[config.mk]
export PLATFORM = sky130hd
export DESIGN_NAME = pairhmm_compute_arbiter
export DESIGN_NICKNAME = d
export VERILOG_FILES = /design/src/rtl/pairhmm_compute_arbiter_pkg.sv /design/src/rtl/pairhmm_tag_fifo.sv /design/src/rtl/pairhmm_compute_arbiter.sv
export SDC_FILE = /design/constraint.sdc
export NUM_CORES = 1
export LEC_CHECK = 0
export CORE_AREA = 5 5 328 330
export DETAILED_ROUTE_END_ITERATION = 7
export DIE_AREA = 0 0 333 335
export PLACE_DENSITY_LB_ADDON = 0.25
export SYNTH_ARGS = -nofsm -noshare
export SYNTH_HDL_FRONTEND = slang
export SYNTH_SLANG_ARGS = --single-unit
export TNS_END_PERCENT = 1
[constraint.sdc]
create_clock -name clock_i -period 10.8 [get_ports clock_i]
set_clock_uncertainty 0.1 [all_clocks]
set_input_delay 1.08 -clock clock_i [delete_from_list [all_inputs] [get_ports clock_i]]
set_output_delay 1.08 -clock clock_i [all_outputs]
set_load 0.01 [all_outputs]
[src/rtl/pairhmm_compute_arbiter_pkg.sv]
// Shared defaults and round-robin index helper for the PairHMM compute arbiter.
// Pure definitions: no logic, no latency, no backpressure.
package pairhmm_compute_arbiter_pkg;

  localparam int DEF_NUM_WORKERS     = 4;
  localparam int DEF_REQ_WIDTH       = 128;
  localparam int DEF_RES_WIDTH       = 96;
  localparam int DEF_MAX_OUTSTANDING = 16;

  // (base + off) mod n, valid for base < n and off < n
  function automatic int wrap_add(input int base, input int off, input int n);
    int s;
    s = base + off;
    return (s >= n) ? (s - n) : s;
  endfunction

endpackage

[src/rtl/pairhmm_tag_fifo.sv]
// Worker-index tag FIFO with first-word-fall-through head and occupancy count.
// Push visible at head one cycle later; caller guarantees no push when full and no pop when empty.
module pairhmm_tag_fifo #(
  parameter int DEPTH = 16,
  parameter int WIDTH = 2,
  parameter int CNT_W = $clog2(DEPTH + 1)
) (
  input  logic             clk,
  input  logic             rst_n,
  input  logic             push,
  input  logic [WIDTH-1:0] push_dat,
  input  logic             pop,
  output logic [WIDTH-1:0] head_dat,
  output logic             empty,
  output logic [CNT_W-1:0] count
);

  localparam int PTR_W = $clog2(DEPTH);

  logic [WIDTH-1:0] mem [DEPTH];
  logic [PTR_W-1:0] wr_ptr;
  logic [PTR_W-1:0] rd_ptr;

  always_ff @(posedge clk or negedge rst_n) begin
    if (!rst_n) begin
      wr_ptr <= '0;
      rd_ptr <= '0;
      count  <= '0;
    end else begin
      if (push) wr_ptr <= wr_ptr + PTR_W'(1);
      if (pop)  rd_ptr <= rd_ptr + PTR_W'(1);
      case ({push, pop})
        2'b10:   count <= count + CNT_W'(1);
        2'b01:   count <= count - CNT_W'(1);
        default: count <= count;
      endcase
    end
  end

  always_ff @(posedge clk) begin
    if (push) mem[wr_ptr] <= push_dat;
  end

  assign head_dat = mem[rd_ptr];
  assign empty    = (count == '0);

endmodule

[src/rtl/pairhmm_compute_arbiter.sv]
// N:1 round-robin arbiter sharing one PairHMM engine; grants registered (latency 1), results routed combinationally.
// Grants stall on engine full or MAX_OUTSTANDING in flight; results stall head-of-line when the owning worker is full.
module pairhmm_compute_arbiter
  import pairhmm_compute_arbiter_pkg::*;
#(
  parameter int NUM_WORKERS     = DEF_NUM_WORKERS,
  parameter int REQ_WIDTH       = DEF_REQ_WIDTH,
  parameter int RES_WIDTH       = DEF_RES_WIDTH,
  parameter int MAX_OUTSTANDING = DEF_MAX_OUTSTANDING
) (
  input  logic                                   clock_i,
  input  logic                                   reset_n_i,
  input  logic                                   enable_i,
  input  logic [NUM_WORKERS-1:0]                 req_write_i,
  input  logic [NUM_WORKERS*REQ_WIDTH-1:0]       req_data_i,
  output logic [NUM_WORKERS-1:0]                 req_full_o,
  output logic                                   eng_req_write_o,
  output logic [REQ_WIDTH-1:0]                   eng_req_data_o,
  input  logic                                   eng_req_full_i,
  input  logic                                   eng_res_empty_i,
  input  logic [RES_WIDTH-1:0]                   eng_res_data_i,
  output logic                                   eng_res_read_o,
  output logic [NUM_WORKERS-1:0]                 res_write_o,
  output logic [RES_WIDTH-1:0]                   res_data_o,
  input  logic [NUM_WORKERS-1:0]                 res_full_i,
  output logic [$clog2(MAX_OUTSTANDING+1)-1:0]   outstanding_o,
  output logic                                   idle_o,
  output logic                                   error_o
);

  localparam int IDX_W = $clog2(NUM_WORKERS);
  localparam int CNT_W = $clog2(MAX_OUTSTANDING + 1);

  logic [NUM_WORKERS-1:0] pending;
  logic [REQ_WIDTH-1:0]   hold [NUM_WORKERS];
  logic [IDX_W-1:0]       rr_ptr;
  logic [IDX_W-1:0]       winner;
  logic                   found;
  int                     idx;
  logic                   grant;
  logic                   error_q;
  logic                   pop;
  logic                   tag_empty;
  logic [IDX_W-1:0]       tag_head;
  logic [CNT_W-1:0]       tag_count;

  // First pending worker at or after rr_ptr, wrapping
  always_comb begin
    found  = 1'b0;
    winner = '0;
    idx    = 0;
    for (int i = 0; i < NUM_WORKERS; i++) begin
      idx = wrap_add(int'(rr_ptr), i, NUM_WORKERS);
      if (!found && pending[IDX_W'(idx)]) begin
        found  = 1'b1;
        winner = IDX_W'(idx);
      end
    end
  end

  assign grant = enable_i & found & ~eng_req_full_i & (tag_count < CNT_W'(MAX_OUTSTANDING));

  always_ff @(posedge clock_i or negedge reset_n_i) begin
    if (!reset_n_i) begin
      pending         <= '0;
      rr_ptr          <= '0;
      error_q         <= 1'b0;
      eng_req_write_o <= 1'b0;
      eng_req_data_o  <= '0;
    end else begin
      eng_req_write_o <= grant;
      if (grant) begin
        eng_req_data_o <= hold[winner];
        rr_ptr         <= IDX_W'(wrap_add(int'(winner), 1, NUM_WORKERS));
      end
      for (int w = 0; w < NUM_WORKERS; w++) begin
        if (req_write_i[w] && !pending[w])
          pending[w] <= 1'b1;
        else if (grant && (winner == IDX_W'(w)))
          pending[w] <= 1'b0;
      end
      if ((|(req_write_i & pending)) || (!eng_res_empty_i && tag_empty))
        error_q <= 1'b1;
    end
  end

  always_ff @(posedge clock_i) begin
    for (int w = 0; w < NUM_WORKERS; w++) begin
      if (req_write_i[w] && !pending[w])
        hold[w] <= req_data_i[w*REQ_WIDTH +: REQ_WIDTH];
    end
  end

  // Results come back in issue order, so the tag head names the owner
  pairhmm_tag_fifo #(
    .DEPTH (MAX_OUTSTANDING),
    .WIDTH (IDX_W),
    .CNT_W (CNT_W)
  ) u_tag_fifo (
    .clk      (clock_i),
    .rst_n    (reset_n_i),
    .push     (grant),
    .push_dat (winner),
    .pop      (pop),
    .head_dat (tag_head),
    .empty    (tag_empty),
    .count    (tag_count)
  );

  assign pop            = ~eng_res_empty_i & ~tag_empty & ~res_full_i[tag_head];
  assign eng_res_read_o = pop;
  assign res_write_o    = pop ? (NUM_WORKERS'(1) << tag_head) : '0;
  assign res_data_o     = eng_res_data_i;
  assign req_full_o     = pending;
  assign outstanding_o  = tag_count;
  assign idle_o         = ~(|pending) & (tag_count == '0);
  assign error_o        = error_q;

endmodule

# Word level (Yosys, flattened, before mapping)
# Memories as Yosys holds them, arrays and structs flattened. A register that Yosys moved wholly into a read port is not among the register bits.
# Index checks and enable logic that the tools add are counted.
[op_classes]
addsub = 13
n_lt_le_gt_ge = 11
n_eq_ne = 5
n_shift = 1
mux = 47
bitwise_logic = 12
reduce_logical = 31
[op_table]
columns = ["cell", "n"]
rows = [
  ["$mux W1", 31],
  ["$mux W2", 9],
  ["$lt A2 B4 Y1 const B", 4],
  ["$ge A3 B3 Y1 const B", 4],
  ["$logic_and A1 B1 Y1", 12],
  ["$bmux W1 S2", 5],
  ["$pmux W5 S2", 1],
  ["$reduce_bool A2 Y1", 5],
  ["$sub A2 B1 Y2 const B", 5],
  ["$logic_not A1 Y1", 9],
  ["$add A4 B1 Y4 const B", 2],
  ["$reduce_or A4 Y1", 2],
  ["$add A2 B1 Y3 const B", 2],
  ["$add A2 B2 Y3 const B", 2],
  ["$and A1 B1 Y1", 6],
  ["$eq A2 B2 Y1 const B", 3],
  ["$add A5 B1 Y5 const B", 1],
  ["$logic_not A5 Y1", 1],
  ["$lt A5 B5 Y1 const B", 1],
  ["$not A1 Y1", 5],
  ["$sub A5 B1 Y5 const B", 1],
  ["$and A4 B4 Y4", 1],
  ["$eq A2 B1 Y1 const B", 2],
  ["$mux W4", 1],
  ["other kinds (5)", 5],
]
[totals]
register_bits = 21
ram_bits = 544
input_bits = 621
n_memories = 2
[memory_table]
columns = ["memory", "words", "width", "rd", "rd_clocked_by_memory_dff", "wr", "line_no", "text"]
rows = [
  ["hold", 4, 128, 1, 1, 4, "pairhmm_compute_arbiter.sv:35", "logic [REQ_WIDTH-1:0] hold [NUM_WORKERS];"],
  ["u_tag_fifo.mem", 16, 2, 1, 0, 1, "pairhmm_tag_fifo.sv:20", "logic [WIDTH-1:0] mem [DEPTH];"],
]

# Longest topological paths before layout
[logic_depth]
word_depth = 21
mapped_depth = 14
depth_no_buf = 13

# Cells and area by module
# Synthesis repeated with hierarchy kept, for this count alone.
[unflattened]
hier_cells = 1858
area_unflattened_um2 = 27224.9
[modules_own_cells]
columns = ["mod", "n_inst", "cells_per_inst", "area_per_inst_um2", "seq_area_each_um2"]
rows = [
  ["pairhmm_compute_arbiter", 1, 1712, 25081.6, 18778.0],
  ["pairhmm_tag_fifo", 1, 146, 2143.3, 1286.2],
]

# Worst setup path after synthesis
# OpenSTA, ideal clock, no wires.
[synth_path]
kind = "input to register"
startpoint = "in req_write_i[2]"
endpoint = "mem hold[2][0] in the netlist's numbering, enable pin"
setup_time_ps = 629
arrival_time_ps = 6628
required_ps = 10071
path_slack_ps = 3443
cell_stages = 1
path_cell_list = "nor2b_1"
[synth_lines]
columns = ["item", "line_no", "text"]
rows = [
  ["from (decl)", "pairhmm_compute_arbiter.sv:14", "input logic [NUM_WORKERS-1:0] req_write_i,"],
  ["to (decl)", "pairhmm_compute_arbiter.sv:35", ""],
]

# Final worst setup path
[layout_path]
startpoint = "reg u_tag_fifo.rd_ptr[1]"
endpoint = "out eng_res_read_o"
[layout_via]
elab_chain_len = 5
[layout_lines]
columns = ["item", "line_no", "text"]
rows = [
  ["from (decl)", "pairhmm_tag_fifo.sv:22", "logic [PTR_W-1:0] rd_ptr;"],
  ["from (signal assigned)", "pairhmm_tag_fifo.sv:31", "if (pop) rd_ptr <= rd_ptr + PTR_W'(1);"],
  ["$mem_v2 Z16 W2", "n/a", ""],
  ["$bmux W1 S2", "pairhmm_compute_arbiter.sv:110", "assign pop = ~eng_res_empty_i & ~tag_empty & ~res_full_i[tag_head];"],
  ["$mux W1 (not written as such)", "pairhmm_compute_arbiter.sv:110", ""],
  ["$not A1 Y1", "pairhmm_compute_arbiter.sv:110", ""],
  ["$and A1 B1 Y1", "pairhmm_compute_arbiter.sv:110", ""],
  ["to (decl)", "pairhmm_compute_arbiter.sv:22", "output logic eng_res_read_o,"],
]
# No other way between the ends. The select of a mux whose other input is x is not followed.

==> flow_summary_export.csv <==
group,metric,value,unit
placed_design,place_area,0.0348,mm2
timing,max_freq,214,MHz
drt,drc,0,
setup_path,cp.required,9.62,ns
layout,final_area,0.0375,mm2
yosys,async_flop_share,21.5,%
drt,vias,18500,
drt,antenna_left,0,
yosys,synth-edff-count,544,
hold_path,hp-class,"flop to flop",
setup_path,critical_path.max_stage_delay,0.67,ns
floorplanning,rows,119,
timing,fin_setup_tns,0,ns
yosys,syn_area_per_cell,12.3,um2
layout,fillers,10400,
global_routing,antenna_found_initial,27,
yosys,synth_cell_types,49,
global_routing,grt_max_degree,155,
yosys,syn_area,0.0273,mm2
yosys,syn_inst,2222,
power_and_ir_drop,pwr-share-comb,37.1,%
setup_path,critPathCaptureType,"output port",
cts,htreeDepth,3,
setup_path,critPathKind,"flop to output port",
power_and_ir_drop,sw_frac_of_total,36.5,%
cts,post_cts_buffers,0,
yosys,syn_nets,2857,
cts,cts_tree,"built",
cts,cts-root-buf,"clkbuf_16",
flow_run,drv_cap,0,
placed_design,portBuffers,669,
power_and_ir_drop,finalPower,10.2,mW
power_and_ir_drop,p_seq_share,35.8,%
placed_design,globalplace.congestion,0.866,
setup_path,cp_slowest_cell,"mux4_1",
cts,clk_latency,0.62,ns
yosys,yosys-top-cells-area,"edfxtp_1 60%, dfrtp_1 14%, nand2_1 5.5%, nor2_1 5.5%, buf_4 2.6%",
floorplanning,die_w,333,um
global_routing,grt_overflow_total,0,
global_routing,gr-usage-all-layers,16.5,%
yosys,synth_seq_cells,693,
floorplanning,core,0.105,mm2
setup_path,rrSetupSlack,6.77,ns
floorplanning,boundaryPins,862,
drt,drt_iter0_drc,1085,
setup_path,critPathMaxFanout,13,
timing,worst_pin_slew,1.18,ns
power_and_ir_drop,leakage,13.7,nW
yosys,ys_seq_area_share,73.4,%
setup_path,worstPathArrival,3.49,ns
setup_path,path_cells,"mux4_1 > mux2i_4 > mux2i_1 > nor3_2 > mux2i_2 > nor3_4 > clkdlybuf4s50_1",
layout,finalNetCount,3419,
cts,cts_buffers,80,
cts,clock_sinks,693,
timing,period_share,43.2,%
timing,rsz0062_at_grt,"no",
power_and_ir_drop,p_per_area,272,mW/mm2
power_and_ir_drop,clock_power_share,27.0,%
yosys,synth_common_cells,"544 x edfxtp_1, 401 x nand2_1, 400 x nor2_1, 149 x dfrtp_1, 138 x o21ai_0",
yosys,ys.flop_type,"edfxtp_1",
timing,finalHoldViolCount,0,
floorplanning,die_y,335,um
power_and_ir_drop,p_int,6.48,mW
yosys,yosys.area.top_type_share,59.8,%
yosys,synth_most_common_cell,"edfxtp_1",
setup_path,cp-start-kind,"flop",
global_routing,first_global_vias,18500,
power_and_ir_drop,power.switching,3.73,mW
timing,relSlewSlack,21.2,%
cts,post_cts_resized,0,
placed_design,dpl.hpwl,68000,um
power_and_ir_drop,ir_worst_vdd,0.368,mV
cts,cts_hold_buf,0,
timing,setup_viol,0,
drt,wl_per_cell,22.7,um
floorplanning,start_util,26.1,%
drt,drtPass1Iterations,5,
outcome,outcome,"complete, no violations",
timing,final.min_clock_period,4.67,ns
drt,viasPerCell,4.36,
drt,wl,96500,um
yosys,yosysWarnings,0,
global_routing,grt_pass1_wl,134000,um
cts,path_clk_slew,0.06,ns
timing,slew_viol_final,0,
layout,synthToLayoutAreaGrowth,37.3,%
yosys,yosys.area.top_type,"edfxtp_1",
layout,drive_above_1_share,5.97,%
cts,clk_path_buf_depth,3,
floorplanning,dieArea,0.112,mm2
-- cells by family after synthesis --
logic type      synth area share [%]
compound gates                  5.48
xor+xnor                       0.353
fa+ha+maj                      0.669
buf+inv                         4.63
flops                           73.4
mux                            0.984
simple gates                    14.5
-- routing by layer --
metal  vias up  global-route usage (%)  wire length, um
met5         -                       0              181
met4        28                    6.27             3550
met3       172                    7.17             9780
met2       740                    29.4            49300
met1      8835                    17.3            33700
li1       8734                       -                -
-- cell usage in the layout (no fill, tap or decap), types with 13 or more instances in the layout --
cell / netlist / layout
ha_1: 13 / 13
edfxtp_1: 544 / 544
clkinv_2: 0 / 15
nor2_1: 400 / 400
nand2_1: 401 / 400
clkbuf_16: 0 / 82
o21ai_1: 122 / 122
dfrtp_1: 149 / 149
o21ai_0: 138 / 138
and2_1: 13 / 13
nand3_1: 129 / 129
buf_4: 96 / 25
clkdlybuf4s50_1: 0 / 668
clkbuf_1: 66 / 15
-- power groups by stage --
stage / registers, mW / logic (mW) / clock network (mW)
CTS: 3.66 / 3.91 / 2.84
detailed placement: 3.71 / 3.90 / 0
floorplan: 3.80 / 2.18 / 0
global placement: 3.71 / 3.87 / 0
finish: 3.66 / 3.79 / 2.76
global route: 3.71 / 4.25 / 2.94
-- flip-flops by register name, indices dropped and copies added, names as in the netlist --
signal / count
error_o: 1
eng_req_write_o: 1
u_tag_fifo.count: 5
eng_req_data_o: 128
rr_ptr: 2
u_tag_fifo.rd_ptr: 4
req_full_o: 4
u_tag_fifo.mem: 32
hold: 512
u_tag_fifo.wr_ptr: 4
-- worst paths after layout --
check,from,end,cells past startpoint
min reg2reg,eng_req_data_o[28]$_DFFE_PN0P_,eng_req_data_o[28]$_DFFE_PN0P_,2
max,u_tag_fifo.rd_ptr[1]$_DFFE_PN0P_,eng_res_read_o,7
min,eng_req_data_o[28]$_DFFE_PN0P_,eng_req_data_o[28]$_DFFE_PN0P_,2
max reg2reg,req_full_o[1]$_DFFE_PN0P_,eng_req_data_o[63]$_DFFE_PN0P_,10
min in group asynchronous,reset_n_i,eng_req_data_o[113]$_DFFE_PN0P_,1
max in group asynchronous,reset_n_i,eng_req_data_o[84]$_DFFE_PN0P_,2
-- area by class of cell --
cell class | instances | area, um2 | share of cell area [%]
sequential | 693 | 20100 | 53.5
tap | 1391 | 1740 | 4.64
clock buffer | 107 | 2250 | 5.99
timing repair buffer | 695 | 6910 | 18.4
multi-input combinational | 1305 | 6060 | 16.1
clock inverter | 39 | 428 | 1.14
inverter | 9 | 41.3 | 0.110
antenna | 11 | 27.5 | 0.0734
-- stage by stage --
step,instances,setup slack [ns],hold WS [ns],utilization [%]
2_1_floorplan,2222,3.44,0.416,-
3_3_place_gp,4093,6.20,0.360,33.3
3_5_place_dp,4093,6.13,0.369,33.3
4_1_cts,4239,6.02,0.366,35.9
5_1_grt,4242,5.92,0.400,35.9
6_report,4250,6.13,0.377,35.9
-- worst max-delay path: cells and delay by family, from the launching register on --
family | cells | cell delay, ns
buffers and inverters | 1 | 0.60
DFF | 1 | 0.65
muxes | 4 | 1.20
and+or+nand+nor | 2 | 0.41
No activity file was read; power rests on OpenSTA's default activity.
